<file path="config.mk">
export PLATFORM = sky130hd
export DESIGN_NAME = multicycle_control_32
export DESIGN_NICKNAME = d
export VERILOG_FILES = /design/src/rtl/mips_ctrl_pkg.sv /design/src/rtl/ctrl_opcode_class.sv /design/src/rtl/multicycle_control_32.sv
export SDC_FILE = /design/constraint.sdc
export NUM_CORES = 1
export LEC_CHECK = 0
export ABC_CLOCK_PERIOD_IN_PS = 4860
export CORE_AREA = 4 4 50 48
export CTS_BUF_LIST = sky130_fd_sc_hd__clkbuf_4 sky130_fd_sc_hd__clkbuf_8
export CTS_CLUSTER_DIAMETER = 80
export DETAILED_ROUTE_END_ITERATION = 10
export DIE_AREA = 0 0 54 52
export PLACE_DENSITY = 0.84
export SYNTH_ARGS = -nofsm -noshare
export SYNTH_HDL_FRONTEND = slang
export SYNTH_SLANG_ARGS = --single-unit
</file>
<file path="constraint.sdc">
create_clock -name clk -period 4.86 [get_ports clk]
set_clock_uncertainty 0.15 [all_clocks]
set_input_delay 0.972 -clock clk [delete_from_list [all_inputs] [get_ports clk]]
set_output_delay 0.972 -clock clk [all_outputs]
set_load 0.01 [all_outputs]
</file>
<file path="src/rtl/mips_ctrl_pkg.sv">
// Shared encodings for the MIPS control units: opcodes, FSM states, datapath select codes.
// Also provides the opcode-class type and the DECODE dispatch helper.
package mips_ctrl_pkg;

    localparam logic [5:0] OP_RTYPE = 6'b000000;
    localparam logic [5:0] OP_LW    = 6'b100011;
    localparam logic [5:0] OP_SW    = 6'b101011;
    localparam logic [5:0] OP_ADDI  = 6'b001000;
    localparam logic [5:0] OP_BEQ   = 6'b000100;
    localparam logic [5:0] OP_BNE   = 6'b000101;
    localparam logic [5:0] OP_J     = 6'b000010;
    localparam logic [5:0] OP_JAL   = 6'b000011;

    typedef enum logic [3:0] {
        S_FETCH     = 4'd0,
        S_DECODE    = 4'd1,
        S_MEM_ADDR  = 4'd2,
        S_MEM_RD    = 4'd3,
        S_MEM_WB    = 4'd4,
        S_MEM_WR    = 4'd5,
        S_R_EXEC    = 4'd6,
        S_R_WB      = 4'd7,
        S_ADDI_EXEC = 4'd8,
        S_ADDI_WB   = 4'd9,
        S_BRANCH    = 4'd10,
        S_JUMP      = 4'd11,
        S_ERROR     = 4'd12
    } state_t;

    localparam logic [1:0] ALU_ADD   = 2'b00;
    localparam logic [1:0] ALU_SUB   = 2'b01;
    localparam logic [1:0] ALU_FUNCT = 2'b10;

    localparam logic [1:0] SRCB_REG     = 2'b00;
    localparam logic [1:0] SRCB_FOUR    = 2'b01;
    localparam logic [1:0] SRCB_IMM     = 2'b10;
    localparam logic [1:0] SRCB_IMM_SH2 = 2'b11;

    localparam logic [1:0] PC_ALU    = 2'b00;
    localparam logic [1:0] PC_ALUOUT = 2'b01;
    localparam logic [1:0] PC_JUMP   = 2'b10;

    localparam logic [1:0] RDST_RT = 2'b00;
    localparam logic [1:0] RDST_RD = 2'b01;
    localparam logic [1:0] RDST_RA = 2'b10;

    typedef enum logic [3:0] {
        OPC_RTYPE,
        OPC_LW,
        OPC_SW,
        OPC_ADDI,
        OPC_BEQ,
        OPC_BNE,
        OPC_J,
        OPC_JAL,
        OPC_ILLEGAL
    } op_class_t;

    typedef struct packed {
        logic       pc_write;
        logic       pc_write_cond;
        logic       pc_write_ncond;
        logic       iord;
        logic       ir_write;
        logic       mem_read;
        logic       mem_write;
        logic       mem_toreg;
        logic       reg_write;
        logic       alu_src_a;
        logic [1:0] reg_dst;
        logic [1:0] alu_src_b;
        logic [1:0] alu_op;
        logic [1:0] pc_source;
        logic       err_illegal_opcode;
    } ctrl_out_t;

    function automatic state_t decode_target(input op_class_t c);
        state_t t;
        case (c)
            OPC_LW, OPC_SW:   t = S_MEM_ADDR;
            OPC_RTYPE:        t = S_R_EXEC;
            OPC_ADDI:         t = S_ADDI_EXEC;
            OPC_BEQ, OPC_BNE: t = S_BRANCH;
            OPC_J, OPC_JAL:   t = S_JUMP;
            default:          t = S_ERROR;
        endcase
        return t;
    endfunction

endpackage

</file>
<file path="src/rtl/ctrl_opcode_class.sv">
// Combinational opcode classifier shared by the single-cycle and multicycle decoders.
// With EXT_OPS_EN=0, bne and jal fall into the illegal class.
module ctrl_opcode_class
    import mips_ctrl_pkg::*;
#(
    parameter bit EXT_OPS_EN = 1'b1
) (
    input  logic [5:0] opcode,
    output op_class_t  op_class
);

    always_comb begin
        op_class = OPC_ILLEGAL;
        case (opcode)
            OP_RTYPE: op_class = OPC_RTYPE;
            OP_LW:    op_class = OPC_LW;
            OP_SW:    op_class = OPC_SW;
            OP_ADDI:  op_class = OPC_ADDI;
            OP_BEQ:   op_class = OPC_BEQ;
            OP_J:     op_class = OPC_J;
            OP_BNE:   op_class = EXT_OPS_EN ? OPC_BNE : OPC_ILLEGAL;
            OP_JAL:   op_class = EXT_OPS_EN ? OPC_JAL : OPC_ILLEGAL;
            default:  op_class = OPC_ILLEGAL;
        endcase
    end

endmodule

</file>
<file path="src/rtl/multicycle_control_32.sv">
// Multicycle MIPS control FSM: Moore outputs from the registered state, with only the
// FETCH ir_write/pc_write gated by mem_ready. Reset blanks every output while held.
module multicycle_control_32
    import mips_ctrl_pkg::*;
#(
    parameter bit MEM_WAIT_EN     = 1'b1,
    parameter bit TRAP_ON_ILLEGAL = 1'b1,
    parameter bit EXT_OPS_EN      = 1'b1
) (
    input  logic       clk,
    input  logic       rst,
    input  logic [5:0] opcode,
    input  logic       mem_ready,
    output logic       pc_write,
    output logic       pc_write_cond,
    output logic       pc_write_ncond,
    output logic       iord,
    output logic       ir_write,
    output logic       mem_read,
    output logic       mem_write,
    output logic       mem_toreg,
    output logic       reg_write,
    output logic       alu_src_a,
    output logic [1:0] reg_dst,
    output logic [1:0] alu_src_b,
    output logic [1:0] alu_op,
    output logic [1:0] pc_source,
    output logic       err_illegal_opcode,
    output logic [3:0] state_dbg
);

    state_t    state_reg, state_next;
    op_class_t op_class;
    op_class_t op_class_reg, op_class_next;
    ctrl_out_t co, co_out;
    logic      ready;

    ctrl_opcode_class #(.EXT_OPS_EN(EXT_OPS_EN)) u_class (
        .opcode   (opcode),
        .op_class (op_class)
    );

    assign ready = MEM_WAIT_EN ? mem_ready : 1'b1;

    always_ff @(posedge clk or posedge rst) begin
        if (rst) begin
            state_reg    <= S_FETCH;
            op_class_reg <= OPC_ILLEGAL;
        end else begin
            state_reg    <= state_next;
            op_class_reg <= op_class_next;
        end
    end

    // The class is captured at the end of DECODE so later states never look at the live opcode.
    always_comb begin
        state_next    = state_reg;
        op_class_next = op_class_reg;
        case (state_reg)
            S_FETCH:     if (ready) state_next = S_DECODE;
            S_DECODE: begin
                state_next    = decode_target(op_class);
                op_class_next = op_class;
            end
            S_MEM_ADDR:  state_next = (op_class_reg == OPC_SW) ? S_MEM_WR : S_MEM_RD;
            S_MEM_RD:    if (ready) state_next = S_MEM_WB;
            S_MEM_WB:    state_next = S_FETCH;
            S_MEM_WR:    if (ready) state_next = S_FETCH;
            S_R_EXEC:    state_next = S_R_WB;
            S_R_WB:      state_next = S_FETCH;
            S_ADDI_EXEC: state_next = S_ADDI_WB;
            S_ADDI_WB:   state_next = S_FETCH;
            S_BRANCH:    state_next = S_FETCH;
            S_JUMP:      state_next = S_FETCH;
            S_ERROR:     if (!TRAP_ON_ILLEGAL) state_next = S_FETCH;
            default:     state_next = S_FETCH;
        endcase
    end

    always_comb begin
        co = '0;
        case (state_reg)
            S_FETCH: begin
                co.mem_read  = 1'b1;
                co.alu_src_b = SRCB_FOUR;
                co.alu_op    = ALU_ADD;
                co.pc_source = PC_ALU;
                co.ir_write  = ready;
                co.pc_write  = ready;
            end
            S_DECODE: begin
                co.alu_src_b = SRCB_IMM_SH2;
                co.alu_op    = ALU_ADD;
            end
            S_MEM_ADDR, S_ADDI_EXEC: begin
                co.alu_src_a = 1'b1;
                co.alu_src_b = SRCB_IMM;
                co.alu_op    = ALU_ADD;
            end
            S_MEM_RD: begin
                co.mem_read = 1'b1;
                co.iord     = 1'b1;
            end
            S_MEM_WB: begin
                co.reg_write = 1'b1;
                co.mem_toreg = 1'b1;
                co.reg_dst   = RDST_RT;
            end
            S_MEM_WR: begin
                co.mem_write = 1'b1;
                co.iord      = 1'b1;
            end
            S_R_EXEC: begin
                co.alu_src_a = 1'b1;
                co.alu_src_b = SRCB_REG;
                co.alu_op    = ALU_FUNCT;
            end
            S_R_WB: begin
                co.reg_write = 1'b1;
                co.reg_dst   = RDST_RD;
            end
            S_ADDI_WB: begin
                co.reg_write = 1'b1;
                co.reg_dst   = RDST_RT;
            end
            S_BRANCH: begin
                co.alu_src_a      = 1'b1;
                co.alu_src_b      = SRCB_REG;
                co.alu_op         = ALU_SUB;
                co.pc_source      = PC_ALUOUT;
                co.pc_write_cond  = (op_class_reg == OPC_BEQ);
                co.pc_write_ncond = (op_class_reg == OPC_BNE);
            end
            S_JUMP: begin
                co.pc_write  = 1'b1;
                co.pc_source = PC_JUMP;
                if (op_class_reg == OPC_JAL) begin
                    co.reg_write = 1'b1;
                    co.reg_dst   = RDST_RA;
                    co.alu_src_b = SRCB_FOUR;
                end
            end
            S_ERROR:  co.err_illegal_opcode = 1'b1;
            default:  co = '0;
        endcase
    end

    // FETCH drives mem_read, so outputs are blanked combinationally while rst is held.
    assign co_out = rst ? '0 : co;

    assign pc_write           = co_out.pc_write;
    assign pc_write_cond      = co_out.pc_write_cond;
    assign pc_write_ncond     = co_out.pc_write_ncond;
    assign iord               = co_out.iord;
    assign ir_write           = co_out.ir_write;
    assign mem_read           = co_out.mem_read;
    assign mem_write          = co_out.mem_write;
    assign mem_toreg          = co_out.mem_toreg;
    assign reg_write          = co_out.reg_write;
    assign alu_src_a          = co_out.alu_src_a;
    assign reg_dst            = co_out.reg_dst;
    assign alu_src_b          = co_out.alu_src_b;
    assign alu_op             = co_out.alu_op;
    assign pc_source          = co_out.pc_source;
    assign err_illegal_opcode = co_out.err_illegal_opcode;
    assign state_dbg          = state_reg;

endmodule

</file>
==> impl_metrics.yaml, run 1 <==
placed_design:
  port_buffers: 31
  gp_congestion: 0.775
  dp_hpwl_mm: 1.80
  dp_cells: 163
  pre_cts_slack_ps: 764
die:
  rows: 15
  start_util_pct: 47.9
  die_x_um: 54
  design.core.area_sq_um: 1860
  io_pins: 32
  die_h_um: 52
  die-area_sq_um: 2810
final_layout:
  final_nets: 152
  fill_cells: 165
  n_antenna_cell: 0
  final_util_pct: 65.3
  synthToLayoutAreaGrowth_pct: 36.4
  stdcell_count: 167
  multi_input_area_sq_um: 611
  drive_gt1_share_pct: 9.15
  ff_latch_area_sq_um: 201
clock_tree:
  cts.clk_slew.worst_paths_ps: 50
  clock_path_buffers: 2
  cts_setup_buffers: 0
  cts_made_buffers: 3
  tritoncts: "built"
  post_cts_resized: 0
  cts_root_buffer: "clkbuf_4"
  clk_latency_ps: 250
  cts.sinks: 8
  postCtsHoldBufs: 0
  htreeDepth: 1
power_and_ir_drop:
  leakage_nw: 0.451
  peakVddDrop_v: 0.000182
  power_uw: 500
  power.density_nw_per_um2: 412
drt:
  vias_per_cell: 5.71
  dr.first_iter.drc_count: 19
  ant_nets: 0
  drc: 0
  firstDrtPassIters: 4
  wl_per_cell_um: 13.8
  vias: 954
  wl_mm: 2.31
setup_path:
  arrival_ps: 3010
  critPathKind: "in -> out"
  critPathRequiredTime_ps: 3740
  r2r_cells: 4
  start_kind: "primary input"
  endpoint_kind: "primary output"
  cp_max_fo: 9
synth:
  postSynthCellCount: 117
  netlist-cell-type-count: 46
  syn_avg_cell_area_sq_um: 7.60
  synthArstFlopShare_pct: 100
  syn_area_sq_um: 890
  synth_ff_type: "dfrtp_1"
  yosysSeqAreaShare_pct: 22.6
  synth_edf_count: 0
  synth_largest_area_cell: "dfrtp_1"
  synth_area_leaders: "dfrtp_1, nand2b_1, nor2_1, nor4_1, a21oi_1"
  synthesis.nets: 126
  ys_seq_elements: 8
  yosysWarningCount: 0
  synth.top_cell.area_share_pct: 19.7
timing:
  layout_min_cycle_time_ps: 4130
  timing.setup.tns_ps: 0
  setup_viol: 0
  grt_setup_unrepaired: "no"
  tightest_slew_ps: 557
  relSlewSlack_pct: 62.9
  setup_slack_ps: 730
  maxClockFrequency_ghz: 0.242
  drv_slew: 0
  finalHoldViolations: 0
  period_share_pct: 85.0
global_route:
  grt_pass1_wl_mm: 3.68
  grt_usage_pct: 17.2
  antenna_found_initial: 0
  grt_pass1_vias: 798
  grt_max_degree: 20
  grt_overflow: 0
min_path:
  min-delay-path-class: "reg -> reg"
  hold_depth: 2
run_status:
  outcome: "complete, no violations"
run:
  drv_cap: 0
routing by layer:
layer	up-vias	track usage, %	wire length [um]
li1	476	-	-
met5	-	0	0
met4	0	4.98	10
met2	40	30.4	1200
met3	2	0.860	144
met1	436	22.1	952
power by group:
part | switching (mW) | total, mW | internal [mW]
sequential | 0.0719 | 0.167 | 0.0949
clock | 0.0219 | 0.0589 | 0.0369
combinational | 0.123 | 0.275 | 0.152
total | 0.217 | 0.500 | 0.284
final cells by class:
cell class | count | area share, %
Multi-Input combinational cell | 92 | 50.3
Timing Repair Buffer | 32 | 26.2
Sequential cell | 8 | 16.6
Tap cell | 25 | 2.58
Clock buffer | 4 | 2.47
Inverter | 6 | 1.86
cell families after synthesis:
group,after synthesis,share of synthesized area (%)
flops,8,22.6
mux,1,1.27
simple gates,63,42.6
buf+inv,17,8.72
xor+xnor,4,3.94
compound gates,24,20.8
stage by stage:
stage	instance area, sq um	hold slack (ps)
floorplan	890	336
global placement	1180	358
detailed placement	1180	386
CTS	1210	396
global route	1210	450
finish	1210	393
cell usage in the layout (no fill, tap or decap), drive strengths merged, types with 5 or more instances in the layout:
master,n
clkdlybuf4s50,31
nor2,11
nand2b,8
dfrtp,7
nand2,7
inv,6
a21oi,6
nor4,6
o21ai,5
critical path, cell delays in order:
cell and delay, ps:
clkdlybuf4s50_1 550, inv_1 130, nand3_1 100, or4_1 550
o41ai_1 100, clkdlybuf4s50_1 600
worst paths after layout:
path / to / from / slack, ps
worst max-delay path: alu_src_b[0] / rst / 730
worst min-delay path: op_class_reg[0] / op_class_reg[0] / 390
worst max register to register: state_dbg[0] / state_dbg[0] / 2740
worst min register to register: op_class_reg[0] / op_class_reg[0] / 390
max in group asynchronous: op_class_reg[3] / rst / 3230
min in group asynchronous: state_dbg[2] / rst / 1100
cell usage after synthesis, types with 2 or more instances:
library cell   n
a21oi_1        6
xnor2_1        3
nor3_1         4
and3_1         3
nand3b_1       3
buf_2          2
inv_1          6
nor2_1        11
nor3b_1        3
dfrtp_1        7
clkbuf_1       7
o22a_1         2
or4_1          3
nand2b_1       8
nor2b_1        4
o21ai_0        5
nor4_1         5
nand3_1        2
nand2_1        6
(Power assumes the default switching activity.)
==> run 2, diff against run 1 <==
--- a/config.mk
+++ b/config.mk
@@ -5,13 +5,13 @@
 export SDC_FILE = /design/constraint.sdc
 export NUM_CORES = 1
 export LEC_CHECK = 0
-export ABC_CLOCK_PERIOD_IN_PS = 4860
-export CORE_AREA = 4 4 50 48
+export ABC_CLOCK_PERIOD_IN_PS = 4200
+export CORE_AREA = 4 4 52 49
 export CTS_BUF_LIST = sky130_fd_sc_hd__clkbuf_4 sky130_fd_sc_hd__clkbuf_8
 export CTS_CLUSTER_DIAMETER = 80
 export DETAILED_ROUTE_END_ITERATION = 10
-export DIE_AREA = 0 0 54 52
-export PLACE_DENSITY = 0.84
+export DIE_AREA = 0 0 56 53
+export PLACE_DENSITY = 0.79
 export SYNTH_ARGS = -nofsm -noshare
 export SYNTH_HDL_FRONTEND = slang
 export SYNTH_SLANG_ARGS = --single-unit
==> constraint.sdc (replaced) <==
create_clock -name clk -period 4.2 [get_ports clk]
set_clock_uncertainty 0.15 [all_clocks]
set_input_delay 0.84 -clock clk [delete_from_list [all_inputs] [get_ports clk]]
set_output_delay 0.84 -clock clk [all_outputs]
set_load 0.01 [all_outputs]
==> run 2 against run 1 <==
Cell count up 1.2%. Largest cell class unchanged. Via count increased by 4.0%. Routed wire length rose by 1.7%. Sequential power increased by 15%. Global-route usage fell by 0.96 points.
==> impl_metrics.yaml, run 2 (synthesis gave the netlist of run 1 again) <==
die:
  die-area_sq_um: 2970
  die_h_um: 53
  design.core.area_sq_um: 2080
  die_x_um: 56
  io_pins: 32
  rows: 16
  start_util_pct: 42.7
final_layout:
  n_antenna_cell: 0
  fill_cells: 203
  final_nets: 152
  final_util_pct: 58.4
  final_common_cell: "clkdlybuf4s50_1"
  synthToLayoutAreaGrowth_pct: 36.7
  drive_gt1_share_pct: 9.15
  final_cell_mix: "clkdlybuf4s50_1, nor2_1, nand2b_1"
min_path:
  worst_hold_path.endpoint: "op_class_reg[2]"
  min-delay-path-class: "reg -> reg"
  hold_depth: 2
  hold_start: "op_class_reg[2]"
placed_design:
  dp_hpwl_mm: 1.83
  gp_congestion: 0.813
  port_buffers: 31
  pre_cts_slack_ps: 357
drt:
  drc: 0
  dr.first_iter.drc_count: 29
  wl_mm: 2.35
  vias: 992
  wl_per_cell_um: 13.9
  ant_nets: 0
  vias_per_cell: 5.87
  firstDrtPassIters: 4
power_and_ir_drop:
  leakage_nw: 0.451
  p_comb_share_pct: 54.4
  p_seq_share_pct: 33.1
  intPower_uw: 329
  pwr-share-clk_pct: 12.5
  netSwitchingFraction_pct: 43.5
  peakVddDrop_v: 0.000363
  power.switching_uw: 253
  power.density_nw_per_um2: 478
clock_tree:
  post_cts_resized: 0
  tritoncts: "built"
  clk_latency_ps: 270
  cts_setup_buffers: 0
  postCtsHoldBufs: 0
  clock_path_buffers: 2
  cts.clk_slew.worst_paths_ps: 50
  htreeDepth: 1
  cts_made_buffers: 3
  cts_root_buffer: "clkbuf_4"
  cts.sinks: 8
setup_path:
  endpoint_kind: "primary output"
  critPathMostFrequentCell: "clkdlybuf4s50_1"
  max_stage_delay_ps: 600
  r2r-start: "state_dbg[0]"
  critPathKind: "in -> out"
  critPathRequiredTime_ps: 3210
  start_kind: "primary input"
  rr_endpoint: "state_dbg[0]"
  path_cells: "clkdlybuf4s50_1 -> inv_1 -> nand3_1 -> or4_1 -> o41ai_1 -> clkdlybuf4s50_1"
  crit_buf_inv: 3
  cp_max_fo: 9
  regToRegSetupSlack_ps: 2110
  critical-path-top-delay-family: "buffers and inverters"
  r2r_cells: 4
  arrival_ps: 2870
  slowest_stage: "clkdlybuf4s50_1"
timing:
  layout_min_cycle_time_ps: 3860
  timing.setup.tns_ps: 0
  grt_setup_unrepaired: "no"
  setup_viol: 0
  period_share_pct: 91.8
  drv_slew: 0
  finalHoldViolations: 0
  setup_slack_ps: 343
  tightest_slew_ps: 569
  maxClockFrequency_ghz: 0.259
  relSlewSlack_pct: 62.1
global_route:
  grt_overflow: 0
  antenna_found_initial: 0
  grt_usage_pct: 16.2
  grt_pass1_vias: 864
  grt_max_degree: 20
  grt_pass1_wl_mm: 3.80
run_status:
  outcome: "complete, no violations"
run:
  drv_cap: 0
-- run 2: cell counts in the layout (fill, tap and decap cells not counted) --
Identical to the previous run, type by type.
-- run 2: routing by layer --
metal	wire (um)	global-route usage (%)	part of all wire (%)	vias up
met2	1110	30.0	47	41
met5	0	0	0	-
met1	1020	18.6	43	463
met4	39	5.93	1.7	0
li1	-	-	-	482
met3	176	3.41	7.5	6
-- run 2: cell type report --
type,instances,area [sq um],share of cell area (%)
multi-input combinational,92,611,50.2
timing repair buffer,32,318,26.1
sequential,8,201,16.6
tap,27,33.8,2.78
clock buffer,4,30.0,2.47
inverter,6,22.5,1.85
-- run 2: metrics by stage --
step           std cells  instance area [sq um]  power, mW  hold WS, ps
2_1_floorplan        117                    890      0.387          336
3_3_place_gp         165                   1190      0.504          361
3_5_place_dp         165                   1190      0.509          378
4_1_cts              169                   1220      0.583          390
5_1_grt              169                   1220      0.628          431
6_report             169                   1220      0.581          381
-- run 2: worst max-delay path by stage --
stage | start | end | slack, ps | cells past startpoint
floorplan | rst | reg_write | 1150 | 5
global placement | rst | alu_src_b[0] | 430 | 6
detailed placement | rst | alu_src_b[0] | 360 | 6
CTS | rst | alu_src_b[0] | 350 | 6
global route | rst | alu_src_b[0] | 240 | 6
finish | rst | alu_src_b[0] | 340 | 6
-- run 2: tightest hold or removal path: stages, from the launching register on --
cell and delay (ps):
dfrtp_1 370, nand2_1 50, o21ai_0 70
-- run 2: power groups by stage --
stage                     Sequential (mW)  Clock [mW]  Combinational, mW
after floorplan                     0.137           0              0.249
after global routing                0.204      0.0773              0.347
after CTS                           0.191      0.0741              0.318
after global placement              0.189           0              0.315
after detailed placement            0.193           0              0.315
final                               0.192      0.0729              0.316
